$ cat src/rtl/mc_ctrl_pkg.sv
// Shared encodings for the multi-cycle controller: ALU codes, FSM states,
// opcode/funct constants, datapath select values and decode flags.
package mc_ctrl_pkg;

  localparam int unsigned OP_W    = 6;
  localparam int unsigned FUNCT_W = 6;
  localparam int unsigned ALU_W   = 3;
  localparam int unsigned SEL_W   = 2;

  typedef enum logic [ALU_W-1:0] {
    ALU_NOP  = 3'd0,
    ALU_ADD  = 3'd1,
    ALU_SUB  = 3'd2,
    ALU_AND  = 3'd3,
    ALU_OR   = 3'd4,
    ALU_SLT  = 3'd5,
    ALU_SLTU = 3'd6,
    ALU_SLL  = 3'd7
  } alu_op_e;

  typedef enum logic [2:0] {
    ST_IF  = 3'd0,
    ST_ID  = 3'd1,
    ST_EXE = 3'd2,
    ST_MEM = 3'd3,
    ST_WB  = 3'd4
  } state_e;

  localparam logic [OP_W-1:0] OP_RTYPE = 6'b000000;
  localparam logic [OP_W-1:0] OP_J     = 6'b000010;
  localparam logic [OP_W-1:0] OP_JAL   = 6'b000011;
  localparam logic [OP_W-1:0] OP_BEQ   = 6'b000100;
  localparam logic [OP_W-1:0] OP_ADDI  = 6'b001000;
  localparam logic [OP_W-1:0] OP_ORI   = 6'b001101;
  localparam logic [OP_W-1:0] OP_LW    = 6'b100011;
  localparam logic [OP_W-1:0] OP_SW    = 6'b101011;

  localparam logic [FUNCT_W-1:0] FUNCT_SLL  = 6'b000000;
  localparam logic [FUNCT_W-1:0] FUNCT_JR   = 6'b001000;
  localparam logic [FUNCT_W-1:0] FUNCT_ADD  = 6'b100000;
  localparam logic [FUNCT_W-1:0] FUNCT_SUB  = 6'b100010;
  localparam logic [FUNCT_W-1:0] FUNCT_AND  = 6'b100100;
  localparam logic [FUNCT_W-1:0] FUNCT_OR   = 6'b100101;
  localparam logic [FUNCT_W-1:0] FUNCT_SLT  = 6'b101010;
  localparam logic [FUNCT_W-1:0] FUNCT_SLTU = 6'b101011;

  localparam logic [SEL_W-1:0] SRCA_PC    = 2'd0;
  localparam logic [SEL_W-1:0] SRCA_REG   = 2'd1;
  localparam logic [SEL_W-1:0] SRCA_SHAMT = 2'd2;

  localparam logic [SEL_W-1:0] SRCB_REG    = 2'd0;
  localparam logic [SEL_W-1:0] SRCB_FOUR   = 2'd1;
  localparam logic [SEL_W-1:0] SRCB_IMM    = 2'd2;
  localparam logic [SEL_W-1:0] SRCB_IMM_SL = 2'd3;

  localparam logic EXT_ZERO = 1'b0;
  localparam logic EXT_SIGN = 1'b1;

  localparam logic IORD_PC     = 1'b0;
  localparam logic IORD_ALUOUT = 1'b1;

  localparam logic [SEL_W-1:0] WD_ALUOUT = 2'd0;
  localparam logic [SEL_W-1:0] WD_MDR    = 2'd1;
  localparam logic [SEL_W-1:0] WD_PC     = 2'd2;

  localparam logic [SEL_W-1:0] GPR_RD = 2'd0;
  localparam logic [SEL_W-1:0] GPR_RT = 2'd1;
  localparam logic [SEL_W-1:0] GPR_RA = 2'd2;

  localparam logic [SEL_W-1:0] NPC_ALU    = 2'd0;
  localparam logic [SEL_W-1:0] NPC_ALUOUT = 2'd1;
  localparam logic [SEL_W-1:0] NPC_JUMP   = 2'd2;
  localparam logic [SEL_W-1:0] NPC_REGA   = 2'd3;

  // One-hot instruction class flags; r_alu excludes sll and jr.
  typedef struct packed {
    logic r_alu;
    logic sll;
    logic addi;
    logic ori;
    logic lw;
    logic sw;
    logic beq;
    logic j;
    logic jal;
    logic jr;
  } dec_t;

  function automatic logic dec_valid(input dec_t d);
    return |d;
  endfunction

endpackage

$ cat src/rtl/mc_ctrl_dec.sv
// Combinational Op/Funct decode into instruction-class flags and the ALU
// operation the instruction needs in its EXE cycle.
module mc_ctrl_dec
  import mc_ctrl_pkg::*;
(
  input  logic [OP_W-1:0]    op,
  input  logic [FUNCT_W-1:0] funct,
  output dec_t               dec_c,
  output alu_op_e            exe_alu_op_c
);

  always_comb begin
    dec_c        = '0;
    exe_alu_op_c = ALU_NOP;
    case (op)
      OP_RTYPE: begin
        case (funct)
          FUNCT_ADD:  begin dec_c.r_alu = 1'b1; exe_alu_op_c = ALU_ADD;  end
          FUNCT_SUB:  begin dec_c.r_alu = 1'b1; exe_alu_op_c = ALU_SUB;  end
          FUNCT_AND:  begin dec_c.r_alu = 1'b1; exe_alu_op_c = ALU_AND;  end
          FUNCT_OR:   begin dec_c.r_alu = 1'b1; exe_alu_op_c = ALU_OR;   end
          FUNCT_SLT:  begin dec_c.r_alu = 1'b1; exe_alu_op_c = ALU_SLT;  end
          FUNCT_SLTU: begin dec_c.r_alu = 1'b1; exe_alu_op_c = ALU_SLTU; end
          FUNCT_SLL:  begin dec_c.sll   = 1'b1; exe_alu_op_c = ALU_SLL;  end
          FUNCT_JR:   dec_c.jr = 1'b1;
          default:    ;
        endcase
      end
      OP_ADDI: begin dec_c.addi = 1'b1; exe_alu_op_c = ALU_ADD; end
      OP_ORI:  begin dec_c.ori  = 1'b1; exe_alu_op_c = ALU_OR;  end
      OP_LW:   begin dec_c.lw   = 1'b1; exe_alu_op_c = ALU_ADD; end
      OP_SW:   begin dec_c.sw   = 1'b1; exe_alu_op_c = ALU_ADD; end
      OP_BEQ:  begin dec_c.beq  = 1'b1; exe_alu_op_c = ALU_SUB; end
      OP_J:    dec_c.j   = 1'b1;
      OP_JAL:  dec_c.jal = 1'b1;
      default: ;
    endcase
  end

endmodule

$ cat src/rtl/mc_ctrl.sv
// Multi-cycle MIPS-subset controller: IF/ID/EXE/MEM/WB state machine driving
// datapath selects and write enables as a function of the current state.
module mc_ctrl
  import mc_ctrl_pkg::*;
(
  input  logic               clk,
  input  logic               rst,
  input  logic [OP_W-1:0]    Op,
  input  logic [FUNCT_W-1:0] Funct,
  input  logic               Zero,
  output logic               PCWrite,
  output logic               IRWrite,
  output logic               RegWrite,
  output logic               MemWrite,
  output logic [ALU_W-1:0]   ALUOp,
  output logic [SEL_W-1:0]   ALUSrcA,
  output logic [SEL_W-1:0]   ALUSrcB,
  output logic               EXTOp,
  output logic               IorD,
  output logic [SEL_W-1:0]   WDSel,
  output logic [SEL_W-1:0]   GPRSel,
  output logic [SEL_W-1:0]   NPCOp
);

  state_e  state_q, state_d;
  dec_t    dec_c;
  alu_op_e exe_alu_op_c;

  logic              pc_write_c, ir_write_c, reg_write_c, mem_write_c;
  alu_op_e           alu_op_c;
  logic [SEL_W-1:0]  src_a_c, src_b_c, wd_sel_c, gpr_sel_c, npc_op_c;
  logic              ext_op_c, iord_c;

  mc_ctrl_dec u_dec (
    .op           (Op),
    .funct        (Funct),
    .dec_c        (dec_c),
    .exe_alu_op_c (exe_alu_op_c)
  );

  always_ff @(posedge clk or negedge rst) begin
    if (!rst) state_q <= ST_IF;
    else      state_q <= state_d;
  end

  always_comb begin
    state_d     = ST_IF;
    pc_write_c  = 1'b0;
    ir_write_c  = 1'b0;
    reg_write_c = 1'b0;
    mem_write_c = 1'b0;
    alu_op_c    = ALU_NOP;
    src_a_c     = SRCA_PC;
    src_b_c     = SRCB_REG;
    ext_op_c    = EXT_ZERO;
    iord_c      = IORD_PC;
    wd_sel_c    = WD_ALUOUT;
    gpr_sel_c   = GPR_RD;
    npc_op_c    = NPC_ALU;

    case (state_q)
      ST_IF: begin
        iord_c     = IORD_PC;
        ir_write_c = 1'b1;
        src_a_c    = SRCA_PC;
        src_b_c    = SRCB_FOUR;
        alu_op_c   = ALU_ADD;
        npc_op_c   = NPC_ALU;
        pc_write_c = 1'b1;
        state_d    = ST_ID;
      end

      ST_ID: begin
        // Branch target is precomputed into ALUOut for every instruction.
        src_a_c  = SRCA_PC;
        src_b_c  = SRCB_IMM_SL;
        ext_op_c = EXT_SIGN;
        alu_op_c = ALU_ADD;
        if (dec_c.j) begin
          pc_write_c = 1'b1;
          npc_op_c   = NPC_JUMP;
        end else if (dec_c.jal) begin
          pc_write_c  = 1'b1;
          npc_op_c    = NPC_JUMP;
          reg_write_c = 1'b1;
          gpr_sel_c   = GPR_RA;
          wd_sel_c    = WD_PC;
        end else if (dec_c.jr) begin
          pc_write_c = 1'b1;
          npc_op_c   = NPC_REGA;
        end else if (dec_valid(dec_c)) begin
          state_d = ST_EXE;
        end
      end

      ST_EXE: begin
        alu_op_c = exe_alu_op_c;
        if (dec_c.r_alu) begin
          src_a_c = SRCA_REG;
          src_b_c = SRCB_REG;
          state_d = ST_WB;
        end else if (dec_c.sll) begin
          src_a_c = SRCA_SHAMT;
          src_b_c = SRCB_REG;
          state_d = ST_WB;
        end else if (dec_c.addi || dec_c.ori) begin
          src_a_c  = SRCA_REG;
          src_b_c  = SRCB_IMM;
          ext_op_c = dec_c.addi ? EXT_SIGN : EXT_ZERO;
          state_d  = ST_WB;
        end else if (dec_c.lw || dec_c.sw) begin
          src_a_c  = SRCA_REG;
          src_b_c  = SRCB_IMM;
          ext_op_c = EXT_SIGN;
          state_d  = ST_MEM;
        end else if (dec_c.beq) begin
          src_a_c    = SRCA_REG;
          src_b_c    = SRCB_REG;
          pc_write_c = Zero;
          npc_op_c   = NPC_ALUOUT;
        end
      end

      ST_MEM: begin
        iord_c      = IORD_ALUOUT;
        mem_write_c = dec_c.sw;
        if (dec_c.lw) state_d = ST_WB;
      end

      ST_WB: begin
        reg_write_c = 1'b1;
        if (dec_c.lw) begin
          wd_sel_c  = WD_MDR;
          gpr_sel_c = GPR_RT;
        end else if (dec_c.addi || dec_c.ori) begin
          gpr_sel_c = GPR_RT;
        end
      end

      default: state_d = ST_IF;
    endcase
  end

  // Reset masks write enables so an aborted instruction leaves no partial write.
  assign PCWrite  = pc_write_c  & rst;
  assign IRWrite  = ir_write_c  & rst;
  assign RegWrite = reg_write_c & rst;
  assign MemWrite = mem_write_c & rst;
  assign ALUOp    = alu_op_c;
  assign ALUSrcA  = src_a_c;
  assign ALUSrcB  = src_b_c;
  assign EXTOp    = ext_op_c;
  assign IorD     = iord_c;
  assign WDSel    = wd_sel_c;
  assign GPRSel   = gpr_sel_c;
  assign NPCOp    = npc_op_c;

endmodule

$ cat config.mk
export PLATFORM = sky130hd
export DESIGN_NAME = mc_ctrl
export DESIGN_NICKNAME = d
export VERILOG_FILES = /design/src/rtl/mc_ctrl_pkg.sv /design/src/rtl/mc_ctrl_dec.sv /design/src/rtl/mc_ctrl.sv
export SDC_FILE = /design/constraint.sdc
export NUM_CORES = 1
export LEC_CHECK = 0
export ABC_AREA = 1
export CELL_PAD_IN_SITES_DETAIL_PLACEMENT = 2
export CELL_PAD_IN_SITES_GLOBAL_PLACEMENT = 2
export CORE_ASPECT_RATIO = 0.75
export CORE_UTILIZATION = 16
export DETAILED_ROUTE_END_ITERATION = 8
export GPL_ROUTABILITY_DRIVEN = 0
export MAX_ROUTING_LAYER = met4
export PLACE_DENSITY = 0.76
export SYNTH_ARGS = -nofsm -noshare
export SYNTH_HDL_FRONTEND = slang
export SYNTH_HIERARCHICAL = 1
export SYNTH_SLANG_ARGS = --single-unit
$ cat constraint.sdc
create_clock -name clk -period 1.55 [get_ports clk]
set_input_delay 0.31 -clock clk [delete_from_list [all_inputs] [get_ports clk]]
set_output_delay 0.31 -clock clk [all_outputs]
set_load 0.005 [all_outputs]
==> results of run 1 <==
==> synthesized netlist by cell type (all sizes together) <==
| cell type | instances | area [um^2] |
|---|---|---|
| o22ai | 1 | 6.26 |
| nor3 | 3 | 15.0 |
| a21oi | 6 | 30.0 |
| inv | 31 | 116 |
| nand3 | 18 | 105 |
| nand4 | 1 | 6.26 |
| nor4 | 1 | 6.26 |
| buf | 1 | 7.51 |
| nand2 | 28 | 105 |
| nor2 | 35 | 174 |
| nand3b | 2 | 40.0 |
| or2 | 1 | 6.26 |
| dfrtp | 3 | 75.1 |
| o21ai | 4 | 20.0 |
==> timing repair <==
action | in CTS
endpoints found under the setup margin | 22
buffers inserted | 44
gates resized for setup | 256
pin swaps | 50
==> through the flow <==
| step | setup TNS [ns] | setup slack [ns] | utilization [%] | area, um^2 | cells |
|---|---|---|---|---|---|
| after detailed placement | -18.62 | -1.21 | 32.8 | 1360 | 256 |
| after global placement | -16.70 | -1.07 | 32.8 | 1360 | 256 |
| after floorplan | 0 | 0.0315 | - | 716 | 135 |
| after CTS | -3.70 | -0.339 | 49.2 | 2040 | 302 |
==> cell families after synthesis <==
kind of cell           synth area share (%)
AND/OR/NAND/NOR                        64.2
buffers and inverters                  17.4
AO/OA/AOI/OAI                          7.89
flip-flops                             10.5
==> flow_summary.toml, run 1 <==
[clock_network]
cts_made_buffers = 3
ctsHoldBuffers = 0
cts-root-buf = "clkbuf_8"
clk_path_buf_depth = 2
cts_sinks = 3
htreeDepth = 1

[outcome]
status = "stopped before the end"
lastStage = "global routing (5_1_grt)"
error = "[ERROR DPL-0033] detailed placement checks failed during check placement."

[die]
rows = 20
ios = 34
die_h_um = 59.8
die_x_um = 79.1
initial_core_util_pct = 17.2

[placed_design]
dpl.hpwl_um = 2870
io_buffers = 33

[logic_synthesis]
synth_seq_cells = 3
syn_area_um2 = 713
ys_warn_count = 6
synth.avg_cell_area_um2 = 5.28
synthCells = 135
synth_fp_nets = 150
synth-seq-area-share_pct = 10.5
ys_types = 19

[grt]
antenna_found_initial = 0
grt_start_max_net_pins = 7

[timing]
worst_endpoint_kind = "primary output"
worstEndpointGrtRepair = "ALUSrcB[1]"
==> run 2: changes to the inputs <==
==> config.mk (replaced) <==
export PLATFORM = sky130hd
export DESIGN_NAME = mc_ctrl
export DESIGN_NICKNAME = d
export VERILOG_FILES = /design/src/rtl/mc_ctrl_pkg.sv /design/src/rtl/mc_ctrl_dec.sv /design/src/rtl/mc_ctrl.sv
export SDC_FILE = /design/constraint.sdc
export NUM_CORES = 1
export LEC_CHECK = 0
export ABC_AREA = 1
export CORE_AREA = 2 2 63 65
export DETAILED_ROUTE_END_ITERATION = 8
export DIE_AREA = 0 0 65 67
export GPL_ROUTABILITY_DRIVEN = 0
export PLACE_DENSITY_LB_ADDON = 0.15
export SYNTH_ARGS = -nofsm -noshare
export SYNTH_HDL_FRONTEND = slang
export SYNTH_HIERARCHICAL = 1
export SYNTH_SLANG_ARGS = --single-unit
==> constraint.sdc (replaced) <==
create_clock -name clk -period 2 [get_ports clk]
set_input_delay 0.4 -clock clk [delete_from_list [all_inputs] [get_ports clk]]
set_output_delay 0.4 -clock clk [all_outputs]
set_load 0.005 [all_outputs]
==> flow_summary.toml, run 2 <==
[outcome]
violations = "negative setup slack"
status = "finished, violations left"

[clock_network]
clkLatencyLatePin_ns = 0.22
clkSlewWorstSetupHoldPaths_ns = 0.03
clk_path_buf_depth = 2
htreeDepth = 1
ctsHoldBuffers = 0
cts_made_buffers = 3
cts_sinks = 3
cts_tree = "yes"
cts-root-buf = "clkbuf_8"

[timing]
drv_slew = 0
fmax_mhz = 480
rsz0062_at_grt = "yes"
setup_viol = 4
final.setup.tns_ns = -0.197
period_needed_ns = 2.08
period_share_pct = 104
worst-slew-pin-transition_ns = 0.238
fin_ws_ns = -0.0821
hold_violations = 0
finClkSkew_ns = 0.000951
slew_headroom_pct = 84.1

[final_layout]
reg_top3 = "state_q (3)"
stdcell_count = 275
fin_nets = 243
mostFrequentLayoutCell = "buf_4"
largest_reg_flops = 3
antennaDiodeCount = 0
drive_gt1_share_pct = 66.5
area_growth_pct = 149
nFillCells = 372
final_cell_mix = "buf_4, nand2_1, inv_1"
top_register = "state_q"

[grt]
grt.overflow.total = 0
grt_pass1_vias = 1197
grt_start_max_net_pins = 8
grt_util_all_layers_pct = 14.7
grt_pass1_wl_um = 5050
antenna_found_initial = 0

[setup_path]
critPathCaptureType = "output pin"
critPathLaunchType = "input port"
critPathKind = "in -> out"
crit_required_ns = 1.60
crit_path_max_fanout = 6
crit_arrival_ns = 1.68

[pwr]
power.density_mw_per_mm2 = 387
ir_drop_uv = 152
fin_total_pwr_mw = 0.686
p_leak_nw = 0.935

[drt]
via_per_inst = 4.16
wire_per_inst_um = 10.5
dr.first_iter.drc_count = 20
antenna_left = 0
first_pass_iters = 4
drc = 0
num_vias = 1145
routed_wl_um = 2890

[logic_synthesis]
synth-seq-area-share_pct = 10.5
synth_seq_cells = 3
synth.avg_cell_area_um2 = 5.28
yosys.area.top_type_share_pct = 14.7
yosysTopAreaCell = "nand2_1"
synth_ff_type = "dfrtp_1"
synthCells = 135
yosysMostFrequentCell = "nand2_1"
synth_edf_count = 0
ys_types = 19
synth_fp_nets = 150
ys_top_cells_by_count = "nand2_1, inv_1, nor2_1"
syn_area_um2 = 713
ys_warn_count = 6
async_reset_ff_share_pct = 100
synth_area_leaders = "nand2_1, inv_1, nor2_1"

[placed_design]
io_buffers = 33
dpl.hpwl_um = 2040
placedCellCount = 248

[die]
dieArea_mm2 = 0.00436
core_mm2 = 0.00361
ios = 34
initial_core_util_pct = 19.8
die_h_um = 67
rows = 22
die_x_um = 65

[job]
maxCapViolations = 0

[hold_path]
hold_path_class = "in -> async"
## run 2: cell counts after synthesis
Identical to the previous run, type by type.
## run 2: per-stage QoR
step	cell area, um^2	setup WS (ns)	hold slack [ns]	utilization [%]
global placement	1340	-0.816	0.665	37.3
CTS	1640	-0.0551	0.259	45.5
finish	1780	-0.0821	0.254	49.2
detailed placement	1340	-0.848	0.692	37.3
global route	1780	-0.154	0.282	49.2
floorplan	713	0.266	0.104	-
## run 2: logic make-up (layout without fill, tap and decap cells)
kind of cell           after synthesis  after routing  share of synthesized area [%]
AOI/OAI and AO/OA                   11             11                           7.89
and+or+nand+nor                     89             89                           64.2
buffers and inverters               32            124                           17.4
DFF                                  3              3                           10.5
## run 2: critical path: stages
cell and delay (ns):
buf_8 0.10, nor2_4 0.22, nand3_2 0.13, buf_4 0.15
buf_4 0.12, buf_4 0.12, nand3_1 0.07, nand2_1 0.06
nand3_2 0.06, nand2_1 0.06, nand3_1 0.07, buf_2 0.12
## run 2: where the power goes
part,internal (mW),switching (mW),total [mW]
logic,0.212,0.209,0.422
clock network,0.136,0.0419,0.178
registers,0.0732,0.0135,0.0867
## run 2: path summary, 6_finish.rpt
| path | end | slack (ns) | depth (start not counted) | startpoint |
|---|---|---|---|---|
| hold / removal | state_q[1] | 0.25 | 2 | rst |
| max in group asynchronous | state_q[1] | 1.64 | 2 | rst |
| setup / recovery | ALUOp[0] | -0.08 | 12 | Funct[4] |
| hold reg to reg | state_q[2] | 0.69 | 3 | state_q[2] |
| setup reg to reg | state_q[1] | 0.77 | 7 | state_q[2] |
| min in group clk | state_q[2] | 0.69 | 3 | state_q[2] |
## run 2: area by class of cell
cell class              instances  area, um^2  area share, %
clock buffers                   4        45.0           2.54
well taps                      48        60.1           3.38
repair buffers                 89         733           41.3
multi-input cells             100         732           41.2
inverters                      31         129           7.26
flip-flops and latches          3        76.3           4.30
## run 2: timing repair
action,in CTS,in global routing
pin swaps,35,29
buffers inserted,20,6
endpoints found under the setup margin,18,14
gates resized for setup,168,31
## run 2: routing by layer
layer  global-route usage [%]  wire, um  up-vias
met5                        0         0        -
met4                     4.52        39        0
met3                     2.53       131        6
met2                     28.9      1590       29
met1                     15.7      1130      511
li1                         -         -      599
(Power assumes the default switching activity.)
